`src/rtl/reset_set_bank.sv`:
```
// reset_set_bank
//   Bank of WIDTH independent SR flags. When set and reset arrive together,
//   MODE decides the result. An optional timeout clears a flag after it has
//   been high for TIMEOUT cycles. Each channel also gives one-cycle pulses
//   when its flag rises, falls, or expires.
//
// Ports
//   clk   in   1      clock; all state changes on the rising edge
//   rst   in   1      asynchronous reset, active high
//   s     in   WIDTH  per-channel set request, level sampled each clock
//   r     in   WIDTH  per-channel reset request, level sampled each clock
//   q     out  WIDTH  flag state
//   nq    out  WIDTH  inverse of q
//   rise  out  WIDTH  pulse in the first cycle q[i] is 1
//   fall  out  WIDTH  pulse in the first cycle q[i] is 0
//   expd  out  WIDTH  pulse when q[i] dropped only because its timeout ran out
//   any   out  1      OR of q
//   all   out  1      AND of q
//
// Every output is a register, so there is no combinational path from s/r to
// any output.
module reset_set_bank #(
    parameter int               WIDTH     = 8,
    parameter int               MODE      = 0,
    parameter int               TIMEOUT   = 0,
    parameter int               RETRIGGER = 1,
    parameter logic [WIDTH-1:0] INIT      = {WIDTH{1'b0}},
    parameter int               CNT_W     = (TIMEOUT > 0) ? $clog2(TIMEOUT + 1) : 1
) (
    input  logic             clk,
    input  logic             rst,
    input  logic [WIDTH-1:0] s,
    input  logic [WIDTH-1:0] r,
    output logic [WIDTH-1:0] q,
    output logic [WIDTH-1:0] nq,
    output logic [WIDTH-1:0] rise,
    output logic [WIDTH-1:0] fall,
    output logic [WIDTH-1:0] expd,
    output logic             any,
    output logic             all
);

    logic [WIDTH-1:0] q_next;
    logic [WIDTH-1:0] expire;

    for (genvar i = 0; i < WIDTH; i++) begin : g_ch
        logic q_next_ch;
        logic expire_ch;
        logic r_eff;

        if (TIMEOUT > 0) begin : g_cnt
            logic [CNT_W-1:0] cnt;

            // A count of 1 while the flag is high means this is its last high cycle.
            // A count of 0 never expires, so an INIT=1 channel stays armed until its next set.
            assign expire_ch = q[i] & (cnt == CNT_W'(1));

            // Timeout counter: reload on the rising edge, on expiry and on retrigger; otherwise count down.
            always_ff @(posedge clk or posedge rst) begin
                if (rst) begin
                    cnt <= {CNT_W{1'b0}};
                end else if (!q_next_ch) begin
                    cnt <= {CNT_W{1'b0}};
                end else if (!q[i] || expire_ch || (s[i] && (RETRIGGER != 0))) begin
                    cnt <= CNT_W'(TIMEOUT);
                end else if (cnt > CNT_W'(1)) begin
                    cnt <= cnt - CNT_W'(1);
                end else begin
                    cnt <= cnt;
                end
            end
        end else begin : g_no_cnt
            assign expire_ch = 1'b0;
        end

        // An expiry behaves exactly like a reset request.
        assign r_eff = r[i] | expire_ch;

        // Next-state decode for one SR channel; MODE resolves set and reset arriving together.
        always_comb begin
            q_next_ch = q[i];
            case ({s[i], r_eff})
                2'b00:   q_next_ch = q[i];
                2'b10:   q_next_ch = 1'b1;
                2'b01:   q_next_ch = 1'b0;
                2'b11: begin
                    case (MODE)
                        0:       q_next_ch = 1'b1;
                        1:       q_next_ch = 1'b0;
                        2:       q_next_ch = q[i];
                        3:       q_next_ch = ~q[i];
                        default: q_next_ch = q[i];
                    endcase
                end
                default: q_next_ch = q[i];
            endcase
        end

        assign q_next[i] = q_next_ch;
        assign expire[i] = expire_ch;
    end

    // Flag state, edge pulses and summary outputs are all registered from q_next.
    always_ff @(posedge clk or posedge rst) begin
        if (rst) begin
            q    <= INIT;
            nq   <= ~INIT;
            rise <= {WIDTH{1'b0}};
            fall <= {WIDTH{1'b0}};
            expd <= {WIDTH{1'b0}};
            any  <= |INIT;
            all  <= &INIT;
        end else begin
            q    <= q_next;
            nq   <= ~q_next;
            rise <= ~q & q_next;
            fall <= q & ~q_next;
            // expd is set only when the timeout alone caused the drop, with no external reset that cycle.
            expd <= q & ~q_next & expire & ~r;
            any  <= |q_next;
            all  <= &q_next;
        end
    end

endmodule

```
`config.mk`:
```
export PLATFORM = sky130hd
export DESIGN_NAME = reset_set_bank
export DESIGN_NICKNAME = d
export VERILOG_FILES = /design/src/rtl/reset_set_bank.sv
export SDC_FILE = /design/constraint.sdc
export NUM_CORES = 1
export LEC_CHECK = 0
export ABC_AREA = 1
export BUFFER_PORTS_ARGS = -buffer_cell sky130_fd_sc_hd__clkbuf_2
export CAP_MARGIN = 20
export CORE_MARGIN = 5
export CORE_UTILIZATION = 45
export CTS_CLUSTER_DIAMETER = 200
export DETAILED_ROUTE_END_ITERATION = 16
export HOLD_SLACK_MARGIN = 0.1
export PLACE_DENSITY = 0.77
export SLEW_MARGIN = 5
export SYNTH_ARGS = -nofsm -noshare
export SYNTH_HDL_FRONTEND = slang
export SYNTH_SLANG_ARGS = --single-unit
```
`constraint.sdc`:
```
create_clock -name clk -period 1.3 [get_ports clk]
set_input_delay 0.26 -clock clk [delete_from_list [all_inputs] [get_ports clk]]
set_output_delay 0.26 -clock clk [all_outputs]
set_load 0.01 [all_outputs]
```
# Word level (Yosys, flattened, before mapping)
# Cells that the tools add are included.
op_classes:
  eq_ne: 24
  mux: 8
  bitwise: 4
  n_reduce_logical: 18
ops:
  columns: ["cell", "count"]
  rows:
  - ["== test 2 bit, second input constant", 16]
  - ["one-hot mux 1 bit (3 select lines)", 8]
  - ["AND 8 bit", 2]
  - ["== test 2 x 1 -> 1 bit, second input constant", 8]
  - ["logical NOT 2 bit", 8]
  - ["inverter 8 bit", 2]
  - ["OR reduction 2 bit", 8]
  - ["AND reduction 8 bit", 1]
  - ["OR reduction 8 bit", 1]
totals:
  regBits: 34
  input_bits: 18
  out_inout_bits: 42
  wordCells: 60

# Longest topological paths before layout
depth:
  depth_word: 5
  ltp_mapped: 7
  mapped_depth_nobuf: 7

# Least setup slack after synthesis
# OpenSTA, ideal clock, no wires.
synth_path:
  kind: "reg2reg"
  from: "register q[5]"
  to: "register any"
  setup_time_ps: 119
  t_arrival_ps: 836
  required_time_ps: 1181
  path_slack_ps: 345
  path_stages_with_launch: 5
  path_buffers: 0
  period_less_slack_ps: 955
  path_cell_list: "dfrtp_1 -> a21oi_2 -> nand2_1 -> nor2_1 -> nand2_1"
synth_via:
  elab_chain_cells: 2
synth_lines:
  columns: ["item", "line", "text"]
  rows:
  - ["from (decl)", "34", "output logic [WIDTH-1:0] q,"]
  - ["from (signal assigned)", "114", "q <= q_next;"]
  - ["one-hot mux 1 bit (3 select lines)", "82", "case ({s[i], r_eff})"]
  - ["OR reduction 8 bit", "120", "any <= |q_next;"]
  - ["to (signal assigned)", "111", "any <= |INIT;"]
  - ["to (signal assigned)", "120", null]
  - ["to (decl)", "39", "output logic any,"]
# Every way passes these cells.

# Worst setup path after layout
layout_path:
  from: "register nq[3]"
  to: "output port nq[3]"
layout_rtl:
  columns: ["item", "line", "text"]
  rows:
  - ["from (decl)", "35", "output logic [WIDTH-1:0] nq,"]
  - ["from (signal assigned)", "107", "nq <= ~INIT;"]
  - ["from (signal assigned)", "115", "nq <= ~q_next;"]
# No word-level cell between the ends.

==> results.toml <==
[layout]
stdcell_area_um2 = 1600
diodes = 0
drive_gt1_frac = 0.409
fin_cells = 217
fin_nets = 204
final_util = 0.590
syn2layout_area_growth_pct = 26.9
n_fill_cell = 236

[job]
maxCapViolations = 0

[sta]
fin_crit_ps = 1250
rsz0062_at_grt = "no"
clock.fmax_ghz = 0.801
fin_skew_ps = 1.54
slew_violations = 0
fin_tns_setup_ps = 0
finalHoldViolations = 0
final-setup-viol-count = 0
period_share = 0.960
finalWorstSetupSlack_ps = 52.3
fin_hold_ws_ps = 141

[clocking]
cts_sinks = 34
clock_tree.root_cell = "clkbuf_4"
cts_buffer_depth = 2
cts_buffers = 5
cts_tree = "built"
htreeDepth = 2
clock_insertion_delay_worst_skew_ps = 330
clkSlewWorstSetupHoldPaths_ps = 90

[logic_synthesis]
post-synth-top-count-cell = "inv_1"
yosysSeqAreaShare = 0.683
netlist_area_um2 = 1260
netlist_top_cells_area = "dfrtp_1 52%, dfstp_2 17%, inv_1 10%"
synth_edf_count = 0
synthCells = 126
synth.top_cells.by_count = "34 x inv_1, 28 x nand2_1, 26 x dfrtp_1"
ys.flop_type = "dfrtp_1"
synth_largest_area_cell = "dfrtp_1"
yosys.area.top_type_share = 0.516
synth.distinct_cells = 11
async_flop_share = 1.00
ys_warn_count = 0
avgSynthCellArea_um2 = 10.0
synth-seq-cells = 34

[critical_path]
crit_cells = 1
critPathKind = "reg2out"
cp_slowest_cell = "dfstp_2"
rr_endpoint = "any$_DFF_PP0_"
path_cells = "clkbuf_2"
reg2regPathDepth = 4
r2r_start = "q[5]$_DFF_PP0_"
crit_path_end_kind = "primary output"
cpPeakStageDelay_ps = 530
path_max_fanout = 1
rrSetupSlack_ps = 270
cp.required_ps = 1040
crit_end = "nq[3]"
cp_num_buf_inv = 1
crit_arrival_ps = 990
crit_path_start_kind = "flip-flop"
crit_path_start = "nq[3]$_DFF_PP1_"
crit_family = "flip-flops"

[floorplan]
core_area_um2 = 2710
die_x_um = 62.9
io_pins = 60
start_util = 0.465
dieHeight_um = 62.9
row_count = 19
die_area_um2 = 3960

[global_route]
grt_max_degree = 35
grt_pass1_wl_um = 3950
grt_usage = 0.131
antenna_found_initial = 0
grt_pass1_vias = 892
grt_overflow_total = 0

[route]
drt_iter0_drc = 25
routedWlPerCell_um = 10.5
ant_nets = 0
first_pass_iters = 2
drc = 0
vias_per_cell = 4.10
vias = 889
wl_um = 2290

[placement]
io_buffers = 51
place_inst = 208
gp_congestion = 0.722
pre_cts_ws_ps = 259
placed_area_um2 = 1530
place_hpwl_um = 1770

[pwr]
p_leak_nw = 1.01
ir_drop_uv = 790
power_mw = 1.96
power.density_nw_per_um2 = 1220

[worst_hold_path]
hold_depth = 3
hold_class = "in2reg"

[run_status]
outcome = "completed"
[final cells by class]
class,count,area [um^2],share of cell area
inverters,36,135,0.0844
well taps,31,38.8,0.0242
repair buffers,54,289,0.181
flip-flops and latches,34,861,0.538
clock buffers,7,45.0,0.0281
multi-input cells,55,231,0.145
[where the power goes]
part	switching, mW	internal [mW]	total (mW)	leakage [nW]
Sequential	0.0319	1.14	1.17	0.401
Combinational	0.164	0.103	0.268	0.586
Clock	0.319	0.204	0.523	0.0254
Total	0.515	1.44	1.96	1.01
[cell usage in the layout, fill, tap and decap left out]
| master | instances |
|---|---|
| a21oi_2 | 1 |
| buf_4 | 1 |
| buf_6 | 1 |
| clkbuf_1 | 2 |
| clkbuf_2 | 50 |
| clkbuf_4 | 5 |
| conb_1 | 8 |
| dfrtp_1 | 26 |
| dfstp_2 | 8 |
| dlygate4sd3_1 | 2 |
| inv_1 | 34 |
| inv_2 | 2 |
| nand2_1 | 28 |
| nand2_2 | 7 |
| nor2_1 | 10 |
| nor2_2 | 1 |
[worst min-delay path: stages]
cell,delay (ps)
clkbuf_2,80
inv_1,40
nand2_2,70
[cells by family after synthesis]
family | synth area share
other | 0.00297
flip-flops | 0.683
AND/OR/NAND/NOR | 0.153
buffers and inverters | 0.155
AO/OA/AOI/OAI | 0.00695
[per-layer routing]
metal,GRT usage,vias up,wire length (um),share of wire
met1,0.135,391,844,0.37
met5,0,-,0,0
met2,0.203,41,1130,0.49
met4,0.0875,0,67,0.029
met3,0.0719,7,248,0.11
li1,-,450,-,-
[what timing repair did]
item / CTS / global route
setup endpoints to repair: 0 / 1
setup buffers: 0 / 0
hold endpoints to repair: 27 / 0
hold buffers: 2 / 0
gates resized for setup: 0 / 2
[sequential cells by signal (all words and copies together), names as in the netlist]
signal / count
nq: 8
any: 1
rise: 8
q: 8
all: 1
fall: 8
[worst min-delay path by stage]
stage,startpoint,end
finish,s[3],q[3]$_DFF_PP0_
global route,s[0],q[0]$_DFF_PP0_
CTS,s[0],q[0]$_DFF_PP0_
detailed placement,rst,rise[0]$_DFF_PP0_
global placement,rst,rise[0]$_DFF_PP0_
floorplan,s[5],nq[5]$_DFF_PP1_
No activity file was read; power rests on OpenSTA's default activity.
